[config.mk]
export PLATFORM = sky130hd
export DESIGN_NAME = writeback_unit_flat
export DESIGN_NICKNAME = d
export VERILOG_FILES = /design/src/rtl/writeback_unit_pkg.sv /design/src/rtl/writeback_unit_if.sv /design/src/rtl/writeback_unit_load_formatter.sv /design/src/rtl/writeback_unit.sv /design/src/flat_wrapper.sv
export SDC_FILE = /design/constraint.sdc
export NUM_CORES = 1
export LEC_CHECK = 0
export ABC_AREA = 0
export CAP_MARGIN = 20
export CORE_AREA = 8 8 122 124
export DETAILED_ROUTE_END_ITERATION = 12
export DIE_AREA = 0 0 130 132
export GPL_TIMING_DRIVEN = 0
export SLEW_MARGIN = 20
export SYNTH_ARGS = -nofsm -noshare
export SYNTH_HDL_FRONTEND = slang
export SYNTH_HIERARCHICAL = 1
export SYNTH_SLANG_ARGS = --single-unit
export TNS_END_PERCENT = 50
[constraint.sdc]
create_clock -name clk -period 7.55 [get_ports clk]
set_input_delay 1.51 -clock clk [delete_from_list [all_inputs] [get_ports clk]]
set_output_delay 1.51 -clock clk [all_outputs]
set_load 0.02 [all_outputs]
[src/rtl/writeback_unit_pkg.sv]
// ---------------------------------------------------------------------------
// writeback_unit_pkg
// Shared constants for the writeback stage: RV32 opcode values, the
// writeback-source select encoding, load funct3 encodings and the FSM state
// type. Also provides a helper that classifies register-writing opcodes.
// ---------------------------------------------------------------------------
package writeback_unit_pkg;

  // Major opcodes (inst[6:0]) of the instructions that write rd.
  localparam logic [6:0] OPC_LOAD      = 7'b0000011;
  localparam logic [6:0] OPC_ARI_ITYPE = 7'b0010011;
  localparam logic [6:0] OPC_AUIPC     = 7'b0010111;
  localparam logic [6:0] OPC_ARI_RTYPE = 7'b0110011;
  localparam logic [6:0] OPC_LUI       = 7'b0110111;
  localparam logic [6:0] OPC_JALR      = 7'b1100111;
  localparam logic [6:0] OPC_JAL       = 7'b1101111;

  // Writeback-source select driven by earlier stages.
  typedef enum logic [1:0] {
    WB_MEM  = 2'b00,
    WB_ALU  = 2'b01,
    WB_PC4  = 2'b10,
    WB_NONE = 2'b11
  } wb_sel_e;

  // Load width/sign encodings carried in funct3.
  localparam logic [2:0] F3_LB  = 3'b000;
  localparam logic [2:0] F3_LH  = 3'b001;
  localparam logic [2:0] F3_LW  = 3'b010;
  localparam logic [2:0] F3_LBU = 3'b100;
  localparam logic [2:0] F3_LHU = 3'b101;

  // Writeback FSM: either free, or parked waiting for load response data.
  typedef enum logic {
    IDLE      = 1'b0,
    WAIT_LOAD = 1'b1
  } wb_state_e;

  // True for every opcode whose result is written to the register file.
  function automatic logic is_writing_opcode(input logic [6:0] opc);
    logic result;
    case (opc)
      OPC_LOAD, OPC_ARI_RTYPE, OPC_ARI_ITYPE, OPC_AUIPC,
      OPC_LUI, OPC_JAL, OPC_JALR: result = 1'b1;
      default:                    result = 1'b0;
    endcase
    return result;
  endfunction

endpackage

[src/rtl/writeback_unit_if.sv]
// ---------------------------------------------------------------------------
// writeback_unit_if
// Bundles the stage-3 retirement inputs, the data-memory response and the
// register-file write port of the writeback stage.
//   master : pipeline/memory side (drives stage-3 and dmem, sees stall + rf_*)
//   slave  : writeback_unit side
// Signals:
//   stage3_valid, stage3_inst[31:0], wb_sel[1:0], alu_result[XLEN-1:0],
//   stage3_pc[XLEN-1:0], dmem_rdata[31:0], dmem_rvalid  -> into writeback
//   stall, rf_we, rf_waddr[4:0], rf_wdata[XLEN-1:0]     <- from writeback
// ---------------------------------------------------------------------------
interface writeback_unit_if #(
  parameter int XLEN = 32
);
  logic            stage3_valid;
  logic [31:0]     stage3_inst;
  logic [1:0]      wb_sel;
  logic [XLEN-1:0] alu_result;
  logic [XLEN-1:0] stage3_pc;
  logic [31:0]     dmem_rdata;
  logic            dmem_rvalid;
  logic            stall;
  logic            rf_we;
  logic [4:0]      rf_waddr;
  logic [XLEN-1:0] rf_wdata;

  modport master (
    output stage3_valid, stage3_inst, wb_sel, alu_result, stage3_pc,
    output dmem_rdata, dmem_rvalid,
    input  stall, rf_we, rf_waddr, rf_wdata
  );

  modport slave (
    input  stage3_valid, stage3_inst, wb_sel, alu_result, stage3_pc,
    input  dmem_rdata, dmem_rvalid,
    output stall, rf_we, rf_waddr, rf_wdata
  );
endinterface

[src/rtl/writeback_unit_load_formatter.sv]
// ---------------------------------------------------------------------------
// writeback_unit_load_formatter
// Purely combinational load-data alignment and extension. Picks the byte or
// halfword addressed by the low address bits out of a 32-bit memory word and
// sign- or zero-extends it to XLEN according to funct3.
// Ports:
//   funct3 [2:0]      load type (LB/LH/LW/LBU/LHU; others = full word)
//   offset [1:0]      byte offset inside the word (address bits [1:0])
//   word   [31:0]     raw data-memory read word
//   data   [XLEN-1:0] formatted writeback value
// ---------------------------------------------------------------------------
module writeback_unit_load_formatter
  import writeback_unit_pkg::*;
#(
  parameter int XLEN = 32
) (
  input  logic [2:0]      funct3,
  input  logic [1:0]      offset,
  input  logic [31:0]     word,
  output logic [XLEN-1:0] data
);

  logic [7:0]  byte_sel;
  logic [15:0] half_sel;

  // Lane selection. Halfwords always come from the floor halfword (offset[1]),
  // so a misaligned halfword access quietly reads the aligned one instead of
  // trapping.
  always_comb begin
    byte_sel = word[7:0];
    case (offset)
      2'd0: byte_sel = word[7:0];
      2'd1: byte_sel = word[15:8];
      2'd2: byte_sel = word[23:16];
      2'd3: byte_sel = word[31:24];
      default: byte_sel = word[7:0];
    endcase
    half_sel = offset[1] ? word[31:16] : word[15:0];
  end

  // Extension. A size cast of a signed operand sign-extends, of an unsigned
  // one zero-extends. Unknown funct3 values fall back to the full word.
  always_comb begin
    data = XLEN'($signed(word));
    case (funct3)
      F3_LB:   data = XLEN'($signed(byte_sel));
      F3_LBU:  data = XLEN'(byte_sel);
      F3_LH:   data = XLEN'($signed(half_sel));
      F3_LHU:  data = XLEN'(half_sel);
      F3_LW:   data = XLEN'($signed(word));
      default: data = XLEN'($signed(word));
    endcase
  end

endmodule

[src/rtl/writeback_unit.sv]
// ---------------------------------------------------------------------------
// writeback_unit
// Stage-3 writeback: selects the retiring instruction's result (memory, ALU
// or PC+4), formats load data, and drives the register-file write port
// through one output register. Loads whose data is not yet available park
// the FSM in WAIT_LOAD and hold the pipeline with a combinational stall.
// Ports:
//   clk          clock, rising edge
//   rst_n        synchronous active-low reset
//   bus          writeback_unit_if.slave (stage-3 inputs, dmem response,
//                stall, rf_we/rf_waddr/rf_wdata)
//   load_timeout one-cycle pulse when a load is abandoned (option only)
// Configuration:
//   WB_LOAD_TIMEOUT_EN  when defined, a load waiting LOAD_TIMEOUT cycles in
//                       WAIT_LOAD is abandoned without a register write and
//                       load_timeout pulses. When undefined, WAIT_LOAD waits
//                       indefinitely and the port/parameter do not exist.
// ---------------------------------------------------------------------------
module writeback_unit
  import writeback_unit_pkg::*;
#(
  parameter int XLEN = 32
`ifdef WB_LOAD_TIMEOUT_EN
  ,
  parameter int LOAD_TIMEOUT = 64
`endif
) (
  input  logic             clk,
  input  logic             rst_n,
  writeback_unit_if.slave  bus
`ifdef WB_LOAD_TIMEOUT_EN
  ,
  output logic             load_timeout
`endif
);

  wb_state_e state_q, state_d;

  // Live instruction fields.
  logic [6:0] opcode;
  logic [4:0] rd;
  logic [2:0] funct3;
  logic [1:0] offset;
  wb_sel_e    sel;
  logic       inst_writes;

  // Copy of the parked load, captured when entering WAIT_LOAD.
  logic [4:0] rd_q;
  logic [2:0] funct3_q;
  logic [1:0] offset_q;
  logic       latch_load;

  // Next values for the registered write port.
  logic            wr_en_d;
  logic [4:0]      wr_addr_d;
  logic [XLEN-1:0] wr_data_d;

  logic            rf_we_q;
  logic [4:0]      rf_waddr_q;
  logic [XLEN-1:0] rf_wdata_q;
  logic            stall_c;

  logic [2:0]      fmt_funct3;
  logic [1:0]      fmt_offset;
  logic [XLEN-1:0] fmt_data;

  logic unused_inst_bits;

  assign opcode      = bus.stage3_inst[6:0];
  assign rd          = bus.stage3_inst[11:7];
  assign funct3      = bus.stage3_inst[14:12];
  assign offset      = bus.alu_result[1:0];
  assign sel         = wb_sel_e'(bus.wb_sel);
  assign inst_writes = bus.stage3_valid && is_writing_opcode(opcode) &&
                       (rd != 5'd0) && (sel != WB_NONE);

  assign unused_inst_bits = ^bus.stage3_inst[31:15];

  // The formatter sees the live load in IDLE and the parked copy in
  // WAIT_LOAD, so stage-3 inputs can change freely while we wait.
  assign fmt_funct3 = (state_q == WAIT_LOAD) ? funct3_q : funct3;
  assign fmt_offset = (state_q == WAIT_LOAD) ? offset_q : offset;

  writeback_unit_load_formatter #(
    .XLEN (XLEN)
  ) u_load_formatter (
    .funct3 (fmt_funct3),
    .offset (fmt_offset),
    .word   (bus.dmem_rdata),
    .data   (fmt_data)
  );

`ifdef WB_LOAD_TIMEOUT_EN
  localparam int CNT_W = (LOAD_TIMEOUT > 1) ? $clog2(LOAD_TIMEOUT) : 1;

  logic [CNT_W-1:0] wait_cnt_q;
  logic             load_timeout_q;
  logic             wait_expired;

  // The final permitted WAIT_LOAD cycle is the one where the counter shows
  // LOAD_TIMEOUT-1; rvalid in that cycle still wins in the FSM below.
  assign wait_expired = (wait_cnt_q == CNT_W'(LOAD_TIMEOUT - 1));
`endif

  // Next-state and write-port decode. Stall is combinational so the
  // pipeline holds in the very cycle a load finds no data.
  always_comb begin
    state_d    = state_q;
    stall_c    = 1'b0;
    latch_load = 1'b0;
    wr_en_d    = 1'b0;
    wr_addr_d  = rd;
    wr_data_d  = bus.alu_result;

    case (state_q)
      IDLE: begin
        if (inst_writes) begin
          case (sel)
            WB_ALU: begin
              wr_en_d   = 1'b1;
              wr_data_d = bus.alu_result;
            end
            WB_PC4: begin
              wr_en_d   = 1'b1;
              wr_data_d = bus.stage3_pc + XLEN'(4);
            end
            WB_MEM: begin
              if (bus.dmem_rvalid) begin
                wr_en_d   = 1'b1;
                wr_data_d = fmt_data;
              end else begin
                stall_c    = 1'b1;
                latch_load = 1'b1;
                state_d    = WAIT_LOAD;
              end
            end
            default: wr_en_d = 1'b0;
          endcase
        end
      end

      WAIT_LOAD: begin
        wr_addr_d = rd_q;
        wr_data_d = fmt_data;
        if (bus.dmem_rvalid) begin
          wr_en_d = 1'b1;
          state_d = IDLE;
        end else begin
          stall_c = 1'b1;
`ifdef WB_LOAD_TIMEOUT_EN
          if (wait_expired) begin
            state_d = IDLE;
          end
`endif
        end
      end

      default: state_d = IDLE;
    endcase
  end

  // State, parked-load copy and the write-port register. Address and data
  // only move on a write so they hold their last values between writes.
  always_ff @(posedge clk) begin
    if (!rst_n) begin
      state_q    <= IDLE;
      rd_q       <= '0;
      funct3_q   <= '0;
      offset_q   <= '0;
      rf_we_q    <= 1'b0;
      rf_waddr_q <= '0;
      rf_wdata_q <= '0;
    end else begin
      state_q <= state_d;
      rf_we_q <= wr_en_d;
      if (latch_load) begin
        rd_q     <= rd;
        funct3_q <= funct3;
        offset_q <= offset;
      end
      if (wr_en_d) begin
        rf_waddr_q <= wr_addr_d;
        rf_wdata_q <= wr_data_d;
      end
    end
  end

`ifdef WB_LOAD_TIMEOUT_EN
  // Wait counter restarts on every load that parks and advances on each
  // WAIT_LOAD cycle with no response; the pulse marks an abandoned load.
  always_ff @(posedge clk) begin
    if (!rst_n) begin
      wait_cnt_q     <= '0;
      load_timeout_q <= 1'b0;
    end else begin
      load_timeout_q <= (state_q == WAIT_LOAD) && !bus.dmem_rvalid && wait_expired;
      if (latch_load) begin
        wait_cnt_q <= '0;
      end else if ((state_q == WAIT_LOAD) && !bus.dmem_rvalid) begin
        wait_cnt_q <= wait_cnt_q + CNT_W'(1);
      end
    end
  end

  assign load_timeout = load_timeout_q;
`endif

  assign bus.stall    = stall_c;
  assign bus.rf_we    = rf_we_q;
  assign bus.rf_waddr = rf_waddr_q;
  assign bus.rf_wdata = rf_wdata_q;

endmodule
[src/flat_wrapper.sv]
// flat-port wrapper written by rule: the top's interface ports become plain ports
module writeback_unit_flat import writeback_unit_pkg::*;
#(
  parameter int XLEN = 32

)
  (clk, rst_n, bus_stage3_valid, bus_stage3_inst, bus_wb_sel, bus_alu_result, bus_stage3_pc, bus_dmem_rdata, bus_dmem_rvalid, bus_stall, bus_rf_we, bus_rf_waddr, bus_rf_wdata);
  writeback_unit_if #(.XLEN(XLEN)) bus_i ();
  input  logic clk;
  input  logic rst_n;
  input wire logic [$bits(bus_i.stage3_valid)-1:0] bus_stage3_valid;
  input wire logic [$bits(bus_i.stage3_inst)-1:0] bus_stage3_inst;
  input wire logic [$bits(bus_i.wb_sel)-1:0] bus_wb_sel;
  input wire logic [$bits(bus_i.alu_result)-1:0] bus_alu_result;
  input wire logic [$bits(bus_i.stage3_pc)-1:0] bus_stage3_pc;
  input wire logic [$bits(bus_i.dmem_rdata)-1:0] bus_dmem_rdata;
  input wire logic [$bits(bus_i.dmem_rvalid)-1:0] bus_dmem_rvalid;
  output wire logic [$bits(bus_i.stall)-1:0] bus_stall;
  output wire logic [$bits(bus_i.rf_we)-1:0] bus_rf_we;
  output wire logic [$bits(bus_i.rf_waddr)-1:0] bus_rf_waddr;
  output wire logic [$bits(bus_i.rf_wdata)-1:0] bus_rf_wdata;
  assign bus_i.stage3_valid = bus_stage3_valid;
  assign bus_i.stage3_inst = bus_stage3_inst;
  assign bus_i.wb_sel = bus_wb_sel;
  assign bus_i.alu_result = bus_alu_result;
  assign bus_i.stage3_pc = bus_stage3_pc;
  assign bus_i.dmem_rdata = bus_dmem_rdata;
  assign bus_i.dmem_rvalid = bus_dmem_rvalid;
  assign bus_stall = bus_i.stall;
  assign bus_rf_we = bus_i.rf_we;
  assign bus_rf_waddr = bus_i.rf_waddr;
  assign bus_rf_wdata = bus_i.rf_wdata;
  writeback_unit #(.XLEN(XLEN)) u_core (.clk(clk), .rst_n(rst_n), .bus(bus_i));
endmodule
==> metrics.yaml, run 1 <==
cts_tree: "built"
status: "complete, no violations"
finalHoldViolCount: 0
post-cts-setup-buffers: 0
critPathCapture: "bus_stall"
area.sequential_sq_um: 981
gr-total-overflow: 0
post-place-cells: 849
pin_count: 173
yosys.cell_count.top_type: "nand2_1"
post-route-util_pct: 46.9
timing.rr.start: "u_core/state_q"
p_seq_share_pct: 37.5
synthCells: 519
combinationalPowerShare_pct: 28.5
htree_levels: 2
max_cap_viol_count: 0
drtPass1Iterations: 5
initial_utilization_pct: 32.1
layout.cells.non_filler: 857
multi_input_area_sq_um: 2930
antenna_found_initial: 0
p_sw_uw: 210
r2r_cells: 14
drt_iter0_drc: 381
slew_headroom_pct: 47.5
fin_crit_ns: 5.35
grt_max_degree: 18
antennaDiodeCount: 0
fin_nets: 818
die_area_sq_um: 17200
fmax_mhz: 187
powerDensity_nw_per_um2: 115
vdd_drop_max_uv: 74.7
place_congestion: 0.893
synth.top_cell.area_share_pct: 23.5
power.share.clock_pct: 33.9
routed_wl_um: 18200
path_buf_inv: 2
grt_pass1_wl_um: 27100
std_cell_rows: 42
hold_ws_ns: 0.458
syn2layout_area_growth_pct: 45.9
synth_cell_types: 64
num_vias: 4774
nFillCells: 1321
grt_pass1_vias: 4643
synth_area_leaders: "dfxtp_1, nand2_1, a221o_1"
cts_buffer_depth: 2
path_clk_slew_ns: 0.08
crit_start: "bus_wb_sel[1]"
synth_fp_nets: 657
ant_nets: 0
fin_skew_ns: 0.00636
ys_ff_latch: 49
worstMarginPinSlew_ns: 0.787
worstPathRequired_ns: 6.04
cp_num_cells: 8
setup_violations: 0
finalPower_uw: 698
worstSetupPathType: "input pin to output pin"
dieWidth_um: 130
synth_commonest_cells: "nand2_1, dfxtp_1, a21oi_1"
power.leakage_nw: 2.33
cts-root-buf: "clkbuf_16"
drive_gt1_share_pct: 8.96
synth-seq-area-share_pct: 23.5
portBuffers: 154
cpMaxStageDelayCell: "clkdlybuf4s50_1"
cp_cell_sequence: "clkdlybuf4s50_1, ha_1, nand4b_1, a21o_2, nor2_4, nand2_1, a21oi_1, clkdlybuf4s50_1"
cts_hold_buf: 0
cts.sinks: 49
synth_edf_count: 0
rrSetupSlack_ns: 3.64
crit_family: "buffers and inverters"
min_period_over_period_pct: 70.9
swShare_pct: 30.1
clk_latency_ns: 0.30
cts_made_buffers: 5
tns_ns: 0
worstSetupEndpointType: "output pin"
cp_max_fo: 8
dp_hpwl_um: 14800
cts_resized: 0
synth.largest_area_cell: "dfxtp_1"
slew_violations: 0
netlist_area_sq_um: 4170
fp.dieH_um: 132
drc: 0
syn_avg_cell_area_sq_um: 8.04
avgRoutedWirePerCell_um: 21.2
critical_path_arrival_ns: 3.84
rsz0062_at_grt: "false"
critPathMaxStageDelay_ns: 0.63
vias_per_cell: 5.57
r2r-end: "u_core/bus.rf_wdata[3]"
internal-power_uw: 488
worstHoldPathType: "flop to flop"
crit_top_cell: "clkdlybuf4s50_1"
grtUsageTotal_pct: 20.5
cp-start-kind: "input pin"
synth-main-ff-cell: "dfxtp_1"
yosys_warnings: 6
core_area_sq_um: 13000
async_reset_ff_share_pct: 0
routing by layer:
metal / vias up / GRT usage (%) / wire length, um
met5: - / 0 / 0
met2: 211 / 32.7 / 8300
met3: 19 / 4.00 / 1420
met1: 2266 / 27.6 / 8150
li1: 2278 / - / -
met4: 0 / 4.91 / 296
metrics by stage:
stage | worst slack (ns) | cell area [sq um]
after floorplan | 3.24 | 4170
after global placement | 2.19 | 5930
after detailed placement | 2.17 | 5930
after CTS | 2.16 | 6080
after global routing | 2.04 | 6080
final | 2.20 | 6080
power by group through the flow:
stage                     sequential [mW]  clock (mW)  combinational (mW)
after floorplan                     0.270           0              0.0849
after global placement              0.268           0               0.196
after detailed placement            0.268           0               0.196
after CTS                           0.262       0.244               0.197
after global routing                0.262       0.250               0.212
final                               0.262       0.237               0.199
final cells by class:
| type | instances | share of cell area, % |
|---|---|---|
| Tap cell | 176 | 3.62 |
| Clock buffer | 5 | 2.06 |
| Sequential cell | 49 | 16.1 |
| Multi-Input combinational cell | 422 | 48.2 |
| Clock inverter | 3 | 0.432 |
| Buffer | 38 | 3.60 |
| Timing Repair Buffer | 154 | 25.3 |
| Inverter | 10 | 0.617 |
tightest hold or removal path: stages, from the launching register on:
cell      delay [ns]
dfxtp_1         0.31
nand2_1         0.05
a21boi_1        0.05
how the worst min path moves through the flow:
stage | start | endpoint | depth (start not counted)
5_1_grt | u_core/bus.rf_wdata[4] | u_core/bus.rf_wdata[4] | 2
3_5_place_dp | u_core/bus.rf_wdata[3] | u_core/bus.rf_wdata[3] | 2
6_report | u_core/bus.rf_wdata[3] | u_core/bus.rf_wdata[3] | 2
3_3_place_gp | u_core/bus.rf_wdata[5] | u_core/bus.rf_wdata[5] | 2
2_1_floorplan | u_core/funct3_q[0] | u_core/funct3_q[0] | 2
4_1_cts | u_core/bus.rf_wdata[3] | u_core/bus.rf_wdata[3] | 2
logic make-up (layout without fill, tap and decap cells):
kind of cell / count (synthesis) / after routing / synth area share [%]
flops: 49 / 49 / 23.5
mux: 22 / 22 / 5.73
compound gates: 181 / 181 / 33.4
buf+inv: 48 / 210 / 6.15
simple gates: 188 / 188 / 24.4
fa+ha+maj: 4 / 4 / 1.20
xor+xnor: 27 / 27 / 5.67
registers in the layout (all words and copies together) (netlist names):
register	cells
u_core/bus.rf_waddr	5
u_core/bus.rf_wdata	32
u_core/bus.rf_we	1
u_core/funct3_q	3
u_core/offset_q	2
u_core/rd_q	5
u_core/state_q	1
layout by cell type, fill, tap and decap left out, types with 11 or more instances in the layout:
| master | instances |
|---|---|
| nand4_1 | 13 |
| a221oi_1 | 11 |
| mux2i_1 | 16 |
| nand2b_1 | 11 |
| nand3_1 | 22 |
| a22oi_1 | 11 |
| a21o_1 | 17 |
| clkdlybuf4s50_1 | 154 |
| a221o_1 | 20 |
| dfxtp_1 | 49 |
| o21ai_0 | 20 |
| nor2_1 | 15 |
| o21ai_1 | 19 |
| clkbuf_1 | 20 |
| o211ai_1 | 13 |
| a21oi_1 | 26 |
| xnor2_1 | 21 |
| nand2_1 | 72 |
| nor2b_1 | 16 |
Note: power is estimated with default switching activity, not from simulation.
==> inputs of run 2 (changes only) <==
PLACE_DENSITY = 0.66   (was not set)
clock period = 4.9 ns   (was 7.55 ns; I/O delays follow)
==> run 2 against run 1 <==
Sequential cell count unchanged. Highest routed layer unchanged. Largest power group is now clock. Clock power up 72%. Count of clock-buffer cells in the layout unchanged. Largest cell class unchanged. Sequential power up 54%. Hold slack worse by 0.0037 ns.
==> metrics.yaml, run 2 (synthesis gave the netlist of run 1 again) <==
gr-total-overflow: 0
clk_latency_ns: 0.29
post-route-util_pct: 47.0
hold_ws_ns: 0.455
initial_utilization_pct: 32.1
dieWidth_um: 130
combinationalPowerShare_pct: 27.4
nFillCells: 1327
fmax_mhz: 228
drt_iter0_drc: 424
worstHoldPathType: "flop to flop"
drc: 0
syn2layout_area_growth_pct: 46.4
p_sw_uw: 318
worstMarginPinSlew_ns: 0.751
finalHoldViolCount: 0
cts-root-buf: "clkbuf_16"
rsz0062_at_grt: "false"
avgRoutedWirePerCell_um: 21.0
drive_gt1_share_pct: 8.96
fin_skew_ns: 0.00782
post-place-cells: 849
mostFrequentLayoutCells: "clkdlybuf4s50_1, nand2_1, dfxtp_1"
power.leakage_nw: 2.35
cp-start-kind: "input pin"
cts_tree: "built"
drtPass1Iterations: 5
powerDensity_nw_per_um2: 183
worstPathRequired_ns: 3.92
critical_path_arrival_ns: 3.40
num_vias: 4753
vdd_drop_max_uv: 138
antennaDiodeCount: 0
cts_hold_buf: 0
htree_levels: 2
dp_hpwl_um: 14600
slew_headroom_pct: 49.9
area.sequential_sq_um: 981
multi_input_area_sq_um: 2930
grtUsageTotal_pct: 20.5
path_clk_slew_ns: 0.07
cts_buffer_depth: 2
grt_max_degree: 17
slew_violations: 0
final_common_cell: "clkdlybuf4s50_1"
tns_ns: 0
routed_wl_um: 18000
pin_count: 173
core_area_sq_um: 13000
setup_violations: 0
p_seq_share_pct: 36.1
layout.cells.non_filler: 857
cts.sinks: 49
worstSetupEndpointType: "output pin"
ant_nets: 0
fin_nets: 818
die_area_sq_um: 17200
cts_resized: 0
place_congestion: 0.914
post-cts-setup-buffers: 0
power.share.clock_pct: 36.5
std_cell_rows: 42
vias_per_cell: 5.55
fp.dieH_um: 132
grt_pass1_wl_um: 27200
cp_max_fo: 8
fin_crit_ns: 4.38
antenna_found_initial: 0
largest_reg_flops: 32
internal-power_uw: 800
worstSetupPathType: "input pin to output pin"
max_cap_viol_count: 0
swShare_pct: 28.4
portBuffers: 154
grt_pass1_vias: 4822
min_period_over_period_pct: 89.4
status: "complete, no violations"
cts_made_buffers: 5
-- run 2: changes by cell type in the layout (fill, tap and decap cells not counted), sizes merged --
cell,before,now
bufinv,0,1
clkinv,0,1
clkinvlp,2,1
inv,11,10
-- run 2: metal layers --
metal,global-route usage (%),vias to the layer above,share of wire (%)
met5,0,-,0
met4,6.39,0,2.5
met3,4.41,26,7.0
met2,33.3,177,47
met1,26.4,2281,43
li1,-,2269,-
-- run 2: per-stage QoR --
| step | instance area, sq um | total power [mW] | worst slack, ns |
|---|---|---|---|
| 3_3_place_gp | 5930 | 0.714 | 0.582 |
| 5_1_grt | 6100 | 1.16 | 0.418 |
| 3_5_place_dp | 5930 | 0.715 | 0.543 |
| 6_report | 6100 | 1.12 | 0.522 |
| 2_1_floorplan | 4170 | 0.547 | 1.65 |
| 4_1_cts | 6100 | 1.13 | 0.538 |
-- run 2: final timing paths --
| kind | start | endpoint | slack (ns) | depth (start not counted) |
|---|---|---|---|---|
| hold reg to reg | u_core/bus.rf_wdata[3] | u_core/bus.rf_wdata[3] | 0.45 | 2 |
| hold / removal | u_core/bus.rf_wdata[3] | u_core/bus.rf_wdata[3] | 0.45 | 2 |
| setup reg to reg | u_core/state_q | u_core/bus.rf_wdata[3] | 0.95 | 14 |
| setup / recovery | bus_wb_sel[1] | bus_stall | 0.52 | 8 |
-- run 2: area by class of cell --
cell class	instances	area share [%]
well taps	176	3.61
multi-input cells	422	48.1
repair buffers	154	25.3
flip-flops and latches	49	16.1
inverters	10	0.615
clock inverters	3	0.759
clock buffers	5	2.05
plain buffers	38	3.59
-- run 2: critical path, stage by stage --
cell and delay, ns:
clkdlybuf4s50_1 0.45, ha_1 0.19, nand4b_1 0.26, a21o_2 0.34, nor2_4 0.21, nand2_1 0.09
a21oi_1 0.22, clkdlybuf4s50_1 0.65
-- run 2: power by group through the flow --
stage / Combinational, mW / Sequential, mW / Clock, mW
after detailed placement: 0.303 / 0.413 / 0
final: 0.307 / 0.403 / 0.408
after floorplan: 0.131 / 0.416 / 0
after global routing: 0.327 / 0.404 / 0.432
after global placement: 0.301 / 0.413 / 0
after CTS: 0.304 / 0.403 / 0.418
==> inputs of run 3 (changes only) <==
CELL_PAD_IN_SITES_DETAIL_PLACEMENT = 0   (was not set)
CELL_PAD_IN_SITES_GLOBAL_PLACEMENT = 1   (was not set)
CORE_AREA = 8 8 132 134   (was 8 8 122 124)
DIE_AREA = 0 0 140 142   (was 0 0 130 132)
PLACE_DENSITY = not set   (was 0.66)
PLACE_DENSITY_LB_ADDON = 0.1   (was not set)
TNS_END_PERCENT = 10   (was 50)
==> run 3 against run 2 <==
Sequential share of layout area barely moved. First-iteration DRC count fell by 11%. Worst setup slack improved by 0.024 ns. Fmax rose by 0.56%. Sequential cell count did not move. Cell area rose by 0.29%. Wire length rose by 6.6%. Die area rose by 16%. Count of clock-buffer cells in the layout did not move. Utilization fell by 7.3 points.
==> metrics.yaml, run 3 (synthesis gave the netlist of run 1 again) <==
status: "complete, no violations"
tns_ns: 0
drc: 0
cts-root-buf: "clkbuf_16"
drt_iter0_drc: 379
num_vias: 4791
cts_made_buffers: 5
finalPower_mw: 1.13
worstSetupPathType: "input pin to output pin"
drive_gt1_share_pct: 8.96
combinationalPowerShare_pct: 27.3
setup_violations: 0
place_congestion: 0.894
largest_reg_flops: 32
path_clk_slew_ns: 0.07
mostFrequentLayoutCells: "clkdlybuf4s50_1, nand2_1, dfxtp_1"
worstPathRequired_ns: 3.92
antennaDiodeCount: 0
power.leakage_nw: 2.35
cp-start-kind: "input pin"
grt_max_degree: 17
portBuffers: 154
critPathMaxStageDelay_ns: 0.64
post-cts-setup-buffers: 0
finalHoldViolCount: 0
worstMarginPinSlew_ns: 0.853
p_seq_share_pct: 35.8
p_sw_uw: 327
grt_pass1_wl_um: 28600
swShare_pct: 29.0
dp_hpwl_um: 15500
internal-power_uw: 801
cp_max_fo: 8
max_cap_viol_count: 0
initial_utilization_pct: 27.0
cpMaxStageDelayCell: "clkdlybuf4s50_1"
rsz0062_at_grt: "false"
cts_resized: 0
core_area_sq_um: 15400
std_cell_rows: 46
crit_top_cell: "clkdlybuf4s50_1"
ant_nets: 0
drtPass1Iterations: 4
fp.dieH_um: 142
fin_nets: 818
powerDensity_nw_per_um2: 184
worstSetupEndpointType: "output pin"
clk_latency_ns: 0.30
fmax_mhz: 230
post-route-util_pct: 39.7
grt_pass1_vias: 4885
slew_violations: 0
die_area_sq_um: 19900
critical_path_arrival_ns: 3.37
grtUsageTotal_pct: 18.9
fin_skew_ns: 0.00494
power.share.clock_pct: 36.9
cts.sinks: 49
slew_headroom_pct: 43.1
min_period_over_period_pct: 88.9
cp_cell_sequence: "clkdlybuf4s50_1, ha_1, nand4b_1, a21o_2, nor2_4, nand2_1, a21oi_1, clkdlybuf4s50_1"
cts_hold_buf: 0
crit_family: "buffers and inverters"
cts_buffer_depth: 2
htree_levels: 2
routed_wl_um: 19200
final_common_cell: "clkdlybuf4s50_1"
avgRoutedWirePerCell_um: 22.0
worstHoldPathType: "flop to flop"
vias_per_cell: 5.49
gr-total-overflow: 0
path_buf_inv: 2
antenna_found_initial: 1
syn2layout_area_growth_pct: 46.8
pin_count: 173
vdd_drop_max_uv: 122
nFillCells: 1614
dieWidth_um: 140
fin_crit_ns: 4.35
cts_tree: "built"
hold_ws_ns: 0.456
-- run 3: tightest hold or removal path, stage by stage, from the launching register on --
cell and delay, ns:
dfxtp_1 0.31, nand2_1 0.05, a21boi_1 0.05
-- run 3: worst paths after layout --
kind	slack [ns]	from	cells after the start	endpoint
max	0.55	bus_wb_sel[1]	8	bus_stall
min	0.46	u_core/bus.rf_wdata[3]	2	u_core/bus.rf_wdata[3]
max reg2reg	0.84	u_core/state_q	14	u_core/bus.rf_wdata[3]
min reg2reg	0.46	u_core/bus.rf_wdata[3]	2	u_core/bus.rf_wdata[3]
-- run 3: cell type report --
cell class / count / area [sq um] / share of cell area, %
Multi-Input combinational cell: 422 / 2930 / 47.9
Buffer: 38 / 219 / 3.58
Clock inverter: 3 / 43.8 / 0.715
Clock buffer: 5 / 125 / 2.04
Inverter: 10 / 37.5 / 0.613
Sequential cell: 49 / 981 / 16.0
Timing Repair Buffer: 154 / 1540 / 25.2
Tap cell: 192 / 240 / 3.92
-- run 3: through the flow --
step	instance area, sq um	setup WS, ns	cells
3_3_place_gp	5950	0.550	865
6_report	6120	0.546	873
4_1_cts	6120	0.529	873
5_1_grt	6120	0.397	873
2_1_floorplan	4170	1.65	519
3_5_place_dp	5950	0.545	865
-- run 3: metal layers --
metal	up-vias	track usage, %	wire, um
met5	-	0	13
met4	2	6.97	465
met3	28	3.86	1150
met2	167	32.3	9240
met1	2327	23.1	8310
li1	2267	-	-
-- run 3: power groups by stage --
stage / Combinational [mW] / Sequential, mW / Clock, mW
4_1_cts: 0.307 / 0.403 / 0.427
3_3_place_gp: 0.304 / 0.413 / 0
3_5_place_dp: 0.305 / 0.413 / 0
5_1_grt: 0.329 / 0.404 / 0.447
2_1_floorplan: 0.131 / 0.416 / 0
6_report: 0.308 / 0.403 / 0.417
